==> config.mk <==
export PLATFORM = sky130hd
export DESIGN_NAME = data_mem_arbiter
export DESIGN_NICKNAME = d
export VERILOG_FILES = /design/src/rtl/data_mem_pkg.sv /design/src/rtl/rr_arb2.sv /design/src/rtl/data_mem_arbiter.sv
export SDC_FILE = /design/constraint.sdc
export NUM_CORES = 1
export LEC_CHECK = 0
export CORE_UTILIZATION = 55
export DETAILED_ROUTE_END_ITERATION = 6
export DONT_BUFFER_PORTS = 1
export HOLD_SLACK_MARGIN = 0.05
export PLACE_DENSITY = 0.69
export RECOVER_POWER = 100
export SYNTH_ARGS = -nofsm -noshare
export SYNTH_HDL_FRONTEND = slang
export SYNTH_HIERARCHICAL = 1
export SYNTH_SLANG_ARGS = --single-unit
export TNS_END_PERCENT = 50
==> constraint.sdc <==
create_clock -name clk -period 2.45 [get_ports clk]
set_clock_uncertainty 0.1 [all_clocks]
set_input_delay 0.3675 -clock clk [delete_from_list [all_inputs] [get_ports clk]]
set_output_delay 0.3675 -clock clk [all_outputs]
set_load 0.005 [all_outputs]
==> src/rtl/data_mem_pkg.sv <==
// Shared types and defaults for the data-memory arbiter slice.
package data_mem_pkg;

    localparam int ADDR_W_DEF = 8;
    localparam int DATA_W_DEF = 8;
    localparam int DEPTH_DEF  = 32;

    // Sequencer states: one decision cycle, one memory cycle, one response cycle.
    typedef enum logic [1:0] {
        IDLE   = 2'd0,
        ACCESS = 2'd1,
        RESP   = 2'd2
    } state_e;

    // Requester identity used by the arbiter and the owner latch.
    typedef enum logic {
        OWN_A = 1'b0,
        OWN_B = 1'b1
    } owner_e;

endpackage

==> src/rtl/rr_arb2.sv <==
// Two-requester round-robin picker; the last-grant history lives in the parent.
module rr_arb2
    import data_mem_pkg::*;
(
    input  logic   req_a,
    input  logic   req_b,
    input  owner_e last_grant,
    output logic   grant_valid,
    output owner_e grant_id
);

    // A lone requester always wins; on a tie the one not granted last wins.
    always_comb begin
        grant_valid = req_a | req_b;
        grant_id    = OWN_A;
        if (req_a && req_b) begin
            grant_id = (last_grant == OWN_A) ? OWN_B : OWN_A;
        end else if (req_b) begin
            grant_id = OWN_B;
        end
    end

endmodule

==> src/rtl/data_mem_arbiter.sv <==
// Round-robin arbiter and access sequencer in front of a single-port data memory.
// Each transaction takes three cycles: IDLE (grant + latch), ACCESS (one-cycle
// registered strobe), RESP (one-cycle ack to the owner).
module data_mem_arbiter
    import data_mem_pkg::*;
#(
    parameter int ADDR_W = ADDR_W_DEF,
    parameter int DATA_W = DATA_W_DEF,
    parameter int DEPTH  = DEPTH_DEF
)(
    input  logic              clk,
    input  logic              reset,

    input  logic              a_req,
    input  logic              a_we,
    input  logic [ADDR_W-1:0] a_addr,
    input  logic [DATA_W-1:0] a_wdata,
    output logic              a_ack,
    output logic [DATA_W-1:0] a_rdata,
    output logic              a_err,

    input  logic              b_req,
    input  logic              b_we,
    input  logic [ADDR_W-1:0] b_addr,
    input  logic [DATA_W-1:0] b_wdata,
    output logic              b_ack,
    output logic [DATA_W-1:0] b_rdata,
    output logic              b_err,

    output logic [ADDR_W-1:0] mem_addr,
    output logic [DATA_W-1:0] mem_wdata,
    output logic              mem_read,
    output logic              mem_write,
    input  logic [DATA_W-1:0] mem_rdata
);

    // One extra bit so DEPTH == 2**ADDR_W still compares correctly.
    localparam logic [ADDR_W:0] DEPTH_LIM = (ADDR_W + 1)'(DEPTH);

    function automatic logic in_range(input logic [ADDR_W-1:0] a);
        return ({1'b0, a} < DEPTH_LIM);
    endfunction

    state_e              state_q, state_d;
    owner_e              last_grant_q;
    owner_e              owner_q;
    logic                we_q;
    logic [ADDR_W-1:0]   addr_q;
    logic [DATA_W-1:0]   rdata_q, rdata_d;
    logic                err_q, err_d;

    logic [ADDR_W-1:0]   mem_addr_q, mem_addr_d;
    logic [DATA_W-1:0]   mem_wdata_q, mem_wdata_d;
    logic                mem_read_q, mem_read_d;
    logic                mem_write_q, mem_write_d;

    logic                grant_valid;
    owner_e              grant_id;
    logic                take;
    logic                sel_we;
    logic [ADDR_W-1:0]   sel_addr;
    logic [DATA_W-1:0]   sel_wdata;

    rr_arb2 u_arb (
        .req_a       (a_req),
        .req_b       (b_req),
        .last_grant  (last_grant_q),
        .grant_valid (grant_valid),
        .grant_id    (grant_id)
    );

    // A new transaction is accepted only when idle; req changes while busy are ignored.
    assign take = (state_q == IDLE) && grant_valid;

    // Route the winning requester's command fields.
    always_comb begin
        sel_we    = a_we;
        sel_addr  = a_addr;
        sel_wdata = a_wdata;
        if (grant_id == OWN_B) begin
            sel_we    = b_we;
            sel_addr  = b_addr;
            sel_wdata = b_wdata;
        end
    end

    // State register.
    always_ff @(posedge clk) begin
        if (reset) begin
            state_q <= IDLE;
        end else begin
            state_q <= state_d;
        end
    end

    // Next-state logic: ACCESS and RESP each last exactly one cycle.
    always_comb begin
        state_d = state_q;
        case (state_q)
            IDLE:    if (grant_valid) state_d = ACCESS;
            ACCESS:  state_d = RESP;
            RESP:    state_d = IDLE;
            default: state_d = IDLE;
        endcase
    end

    // Output next-values: memory pins are loaded on the IDLE->ACCESS edge so
    // they are registered and high for the ACCESS cycle only; read data and the
    // error flag are captured at the end of ACCESS.
    always_comb begin
        mem_addr_d  = '0;
        mem_wdata_d = '0;
        mem_read_d  = 1'b0;
        mem_write_d = 1'b0;
        rdata_d     = rdata_q;
        err_d       = err_q;
        if (take && in_range(sel_addr)) begin
            mem_addr_d  = sel_addr;
            mem_wdata_d = sel_wdata;
            mem_read_d  = ~sel_we;
            mem_write_d = sel_we;
        end
        if (state_q == ACCESS) begin
            rdata_d = (!we_q && in_range(addr_q)) ? mem_rdata : '0;
            err_d   = ~in_range(addr_q);
        end
    end

    // Control registers: memory strobes, response capture and grant history.
    always_ff @(posedge clk) begin
        if (reset) begin
            mem_addr_q   <= '0;
            mem_wdata_q  <= '0;
            mem_read_q   <= 1'b0;
            mem_write_q  <= 1'b0;
            rdata_q      <= '0;
            err_q        <= 1'b0;
            last_grant_q <= OWN_B;
        end else begin
            mem_addr_q  <= mem_addr_d;
            mem_wdata_q <= mem_wdata_d;
            mem_read_q  <= mem_read_d;
            mem_write_q <= mem_write_d;
            rdata_q     <= rdata_d;
            err_q       <= err_d;
            if (state_q == RESP) begin
                last_grant_q <= owner_q;
            end
        end
    end

    // Command latch for the transaction in flight.
    always_ff @(posedge clk) begin
        if (take) begin
            owner_q <= grant_id;
            we_q    <= sel_we;
            addr_q  <= sel_addr;
        end
    end

    assign mem_addr  = mem_addr_q;
    assign mem_wdata = mem_wdata_q;
    assign mem_read  = mem_read_q;
    assign mem_write = mem_write_q;

    // The response is presented only to the owner during RESP; everything else reads 0.
    assign a_ack   = (state_q == RESP) && (owner_q == OWN_A);
    assign b_ack   = (state_q == RESP) && (owner_q == OWN_B);
    assign a_rdata = a_ack ? rdata_q : '0;
    assign b_rdata = b_ack ? rdata_q : '0;
    assign a_err   = a_ack & err_q;
    assign b_err   = b_ack & err_q;

endmodule

==> results of run 1 <==
registers in the layout, indices dropped and copies added, names as in the netlist:
register,cells
mem_addr,8
mem_wdata,8
rdata_q,8
addr_q,3
state_q,2
err_q,1
last_grant_q,1
mem_read,1
mem_write,1
owner_q,1
we_q,1
area by class of cell:
class                           count  area [um2]  area share
Tap cell                           28       35.03     0.02414
Clock inverter                      1       5.005    0.003448
Clock buffer                        7       55.05     0.03793
Sequential cell                    35       750.7      0.5172
Multi-Input combinational cell     87       580.6      0.4000
Timing Repair Buffer                2       17.52     0.01207
Inverter                            2       7.507    0.005172
worst max-delay path, stage by stage (launching register included):
cell and delay (ns):
dfxtp_1 0.41, nand2b_1 0.11, nor2_1 0.47, and2_0 0.24
logic make-up (layout without fill, tap and decap cells):
group                  Yosys count  count (layout)  share of synthesized area
AND/OR/NAND/NOR                 55              55                     0.2222
flip-flops                      35              35                     0.5420
buffers and inverters            8              12                    0.03252
AO/OA/AOI/OAI                   12              12                    0.07498
other                            1               3                   0.002707
multiplexers                    17              17                     0.1256
power groups by stage:
stage	registers, mW	clock network (mW)	logic [mW]
6_report	0.618	0.312	0.0772
5_1_grt	0.621	0.355	0.0858
4_1_cts	0.620	0.326	0.0813
3_5_place_dp	0.634	0	0.0771
3_3_place_gp	0.633	0	0.0742
2_1_floorplan	0.630	0	0.0690
cell usage after synthesis:
cell type / count
a211o_1: 1
a21boi_1: 1
a21oi_1: 1
a32oi_1: 8
and2_1: 18
buf_2: 3
buf_4: 1
buf_6: 1
clkbuf_1: 1
conb_1: 1
dfxtp_1: 30
edfxtp_1: 5
inv_1: 2
mux2_2: 3
mux2i_1: 14
nand2_1: 1
nand2b_1: 2
nor2_1: 25
nor2b_1: 1
nor3_1: 1
nor3_2: 1
nor3b_1: 2
nor3b_2: 1
nor4b_4: 1
o211ai_2: 1
or2_1: 1
or2_2: 1
path summary, 6_finish.rpt:
check	from	endpoint	slack (ns)	cells past startpoint
setup / recovery	state_q[1]$_SDFFE_PP0P_	b_err	0.43	3
hold / removal	a_wdata[5]	mem_wdata[5]$_SDFF_PP0_	0.08	2
setup reg to reg	last_grant_q$_SDFFE_PP1N_	mem_wdata[0]$_SDFF_PP0_	0.79	4
hold reg to reg	err_q$_SDFFE_PP0N_	err_q$_SDFFE_PP0N_	0.37	2
per-layer routing:
metal	vias up	track usage	wire length (um)
met2	61	0.3141	1182
met3	2	0.1101	232
met4	0	0.1009	19
met5	-	0	0
met1	415	0.1811	930
li1	445	-	-
per-stage QoR:
step	hold WS (ns)	cells	instance area (um2)
global route	0.05991	162	1451
CTS	0.06712	162	1471
global placement	0.3388	153	1401
floorplan	0.3356	130	1393
detailed placement	0.3409	153	1401
finish	0.08231	162	1451
timing repair:
item                                   in CTS  in global routing
endpoints found under the hold margin      12                  0
hold buffers                                1                  0
resized for setup                           0                  0
==> metrics.txt, run 1 <==
outcome completed; Routed Antenna Nets 0; pre-CTS setup slack 0.7345 ns; Num CTS Buffers 5; clock slew seen by the registers of the worst setup and hold paths roughly 0.1 ns; yosys warns 6; Root Driver clkbuf_4; CP Class reg -> out; # diodes 0; initial antenna violation count 0; wire per inst around 15 um; P_leak 0.5374 nW; CTS tree built; die area 2723 um2; kind of end point of the critical path output pin; Seq pwr share 0.613; die span in y 52.18 um; combinational power share 0.077; clock buffer depth 2; GPL Wtd Cong about 0.65; Fillers 197; num rows 17; # DRC 0; crit path DAT 1.55 ns; synthesis-to-layout area growth 4.788%; share of cells above drive strength 1 0.1045; Critical Path Fanout Max 11; Synth cell types 27; leading cell types in the layout, fill and taps excluded 30 x dfxtp_1, 25 x nor2_1, 18 x and2_0; #FFs+latches synth 35; Hold Vio Cnt, Final 0; Die X-Extent 52.18 um; switch share 0.2281; final core occ 0.6318; vias per inst 5.698; Setup crit start kind flop; DR iter-0 viols 3; crit share post-route 0.8250; post-synthesis average cell area approximately 11 um2; total wire length roughly 2400 um; Yosys top cell by area dfxtp_1; clock group share of total power 0.310; maxcap violations 0; clk sinks 35; worst hold path type in -> reg; TNS Setup 0 ns; setup slack after layout 0.4288 ns; DP Wirelength 1759 um; first-pass GRT wire length between 3000 and 4000 um; switching power 0.2297 mW; Syn Inst Count 128; CORE AREA 2297 um2; unrepaired setup endpoints after global routing no; setup violators final 0; CP Data Required Time roughly 2.0 ns; Int Pwr 0.7775 mW; fmax 494.7 MHz; GR Overflow Total 0; Worst-Skew Late Latency 0.33 ns; Slew Limit Fails 0; Top Ports 84; Synth Cell Area 1385 um2; Peak VDD IR 0.4900 mV; Synth area leaders dfxtp_1 43%, edfxtp_1 11%, mux2i_1 10%; drt first pass iters 4; Initial Util 0.6029; routed vias between 900 and 1000; Layout Nets 179; port buffer count 0; Tot GR Track Use 0.1884; top-area cell type share of the netlist area 0.4336; Tot Pwr 1.007 mW; Clock H-tree levels 2; worst slew pin tran 0.9341 ns; register area share after synthesis 0.5420; vias in the first global route 798; P per Cell Area just under 700 nW/um2; Post-CTS Setup Bufs 0; pin count of the biggest net entering global routing 16; Rel. slew slack 0.3725; final critical-path required period 2.021 ns; most common cell after layout, fill and taps aside dfxtp_1
No activity file was read; power rests on OpenSTA's default activity.
==> run 2, diff against run 1 <==
==> constraint.sdc (replaced) <==
create_clock -name clk -period 2.1 [get_ports clk]
set_clock_uncertainty 0.1 [all_clocks]
set_input_delay 0.315 -clock clk [delete_from_list [all_inputs] [get_ports clk]]
set_output_delay 0.315 -clock clk [all_outputs]
set_load 0.005 [all_outputs]
==> metrics.txt, run 2 (synthesis results as in run 1) <==
Clock H-tree levels 2; CORE AREA 2297 um2; maxcap violations 0; clock buffer depth 2; pin count of the biggest net entering global routing 16; met2 routed WL 1453 um; Hold Vio Cnt, Final 0; hold slack 0.05650 ns; switching power 0.2970 mW; top sig layer met4; die span in y 52.18 um; Worst-Skew Late Latency roughly 0.34 ns; CP Class reg -> reg; GPL Wtd Cong about 0.65; outcome completed; Rel. slew slack 0.5969; vias in the first global route 1017; Tot Pwr 1.294 mW; vias per inst roughly 5.5; most common cell after layout, fill and taps aside dlygate4sd3_1; worst hold path type in -> reg; Seq pwr share 0.560; switch share 0.2296; Initial Util 0.6029; Top Ports 84; share of cells above drive strength 1 0.1212; Root Driver clkbuf_4; setup violators final 0; Num CTS Buffers 5; CTS tree built; unrepaired setup endpoints after global routing no; Critical Path Fanout Max 13; num rows 17; non-filler cells, final 193; # DRC 0; fmax 503.5 MHz; first-pass GRT wire length 4574 um; Area after DPL between 1000 and 1500 um2; combinational power share 0.124; clock group share of total power 0.316; CP Data Required Time about 2.2 ns; worst slew pin tran between 0.6 and 0.7 ns; DP Wirelength around 1700 um; Peak VDD IR 0.5765 mV; clock slew seen by the registers of the worst setup and hold paths ~0.10 ns; Layout Nets 210; kind of end point of the critical path flop; crit share post-route 0.9457; Design Area, Final 1804 um2; die area 2723 um2; P per Cell Area 717.0 nW/um2; routed vias 1060; TNS Setup 0 ns; P_leak 0.7048 nW; synthesis-to-layout area growth 30.26%; Die X-Extent 52.18 um; drt first pass iters 4; Slew Limit Fails 0; # diodes 0; dpl cells ~150; final critical-path required period 1.986 ns; Int Pwr 0.9967 mW; port buffer count 0; wire per inst 15.73 um; Setup crit start kind flop; Tot GR Track Use 0.2400; initial antenna violation count 0; leading cell types in the layout, fill and taps excluded 31 x dlygate4sd3_1, 30 x dfxtp_1, 23 x nor2_1; met3 routed WL 276 um; crit path DAT 2.10 ns; Met1 Wirelength 1258 um; total wire length between 3000 and 4000 um; clk sinks 35; GR Overflow Total 0; Routed Antenna Nets 0; DR iter-0 viols 15
run 2: cell count changes in the layout (fill, tap and decap cells not counted), sizes merged:
| cell | delta |
|---|---|
| buf | +1 |
| clkbuf | +1 |
| clkinv | -1 |
| dlygate4sd3 | +30 |
run 2: final cells by class:
type                       instances  area (um2)
sequential                        35       750.7
multi-input combinational         87       613.1
inverter                           2       7.507
clock buffer                       8       68.82
tap                               28       35.03
fill                             149       493.0
timing repair buffer              33       329.1
run 2: routing by layer:
layer | track usage | up-vias
met4 | 0.1053 | 0
met1 | 0.2732 | 485
met5 | 0 | -
met3 | 0.1188 | 8
li1 | - | 508
met2 | 0.3782 | 59
run 2: path summary, 6_finish.rpt:
check / from / endpoint / slack, ns / cells past startpoint
setup / recovery: last_grant_q$_SDFFE_PP1N_ / mem_addr[3]$_SDFF_PP0_ / 0.11 / 5
hold / removal: mem_rdata[3] / rdata_q[3]$_SDFFE_PP0N_ / 0.06 / 2
setup reg to reg: last_grant_q$_SDFFE_PP1N_ / mem_addr[3]$_SDFF_PP0_ / 0.11 / 5
hold reg to reg: err_q$_SDFFE_PP0N_ / err_q$_SDFFE_PP0N_ / 0.38 / 2
run 2: metrics by stage:
stage	setup slack, ns	util
final	0.1141	0.7854
after global routing	0.0004325	0.7854
after CTS	0.07878	0.7653
after detailed placement	0.4432	0.6133
after global placement	0.4824	0.6133
after floorplan	0.6197	-
run 2: power by group through the flow:
stage / logic [mW] / registers [mW] / clock network [mW]
4_1_cts: 0.147 / 0.724 / 0.410
3_5_place_dp: 0.0928 / 0.739 / 0
3_3_place_gp: 0.0898 / 0.738 / 0
6_report: 0.160 / 0.725 / 0.409
5_1_grt: 0.173 / 0.728 / 0.453
2_1_floorplan: 0.0805 / 0.735 / 0
run 2: worst max-delay path, stage by stage (launching register included):
cell,delay [ns]
dfxtp_1,0.35
a21boi_4,0.29
buf_6,0.24
mux2i_1,0.24
dlygate4sd3_1,0.60
nor2_1,0.04
run 2: repair_timing:
action,4_1_cts,5_1_grt
gates resized for setup,0,4
setup buffers,0,0
hold endpoints to repair,25,3
setup endpoints to repair,0,31
hold buffers,28,3
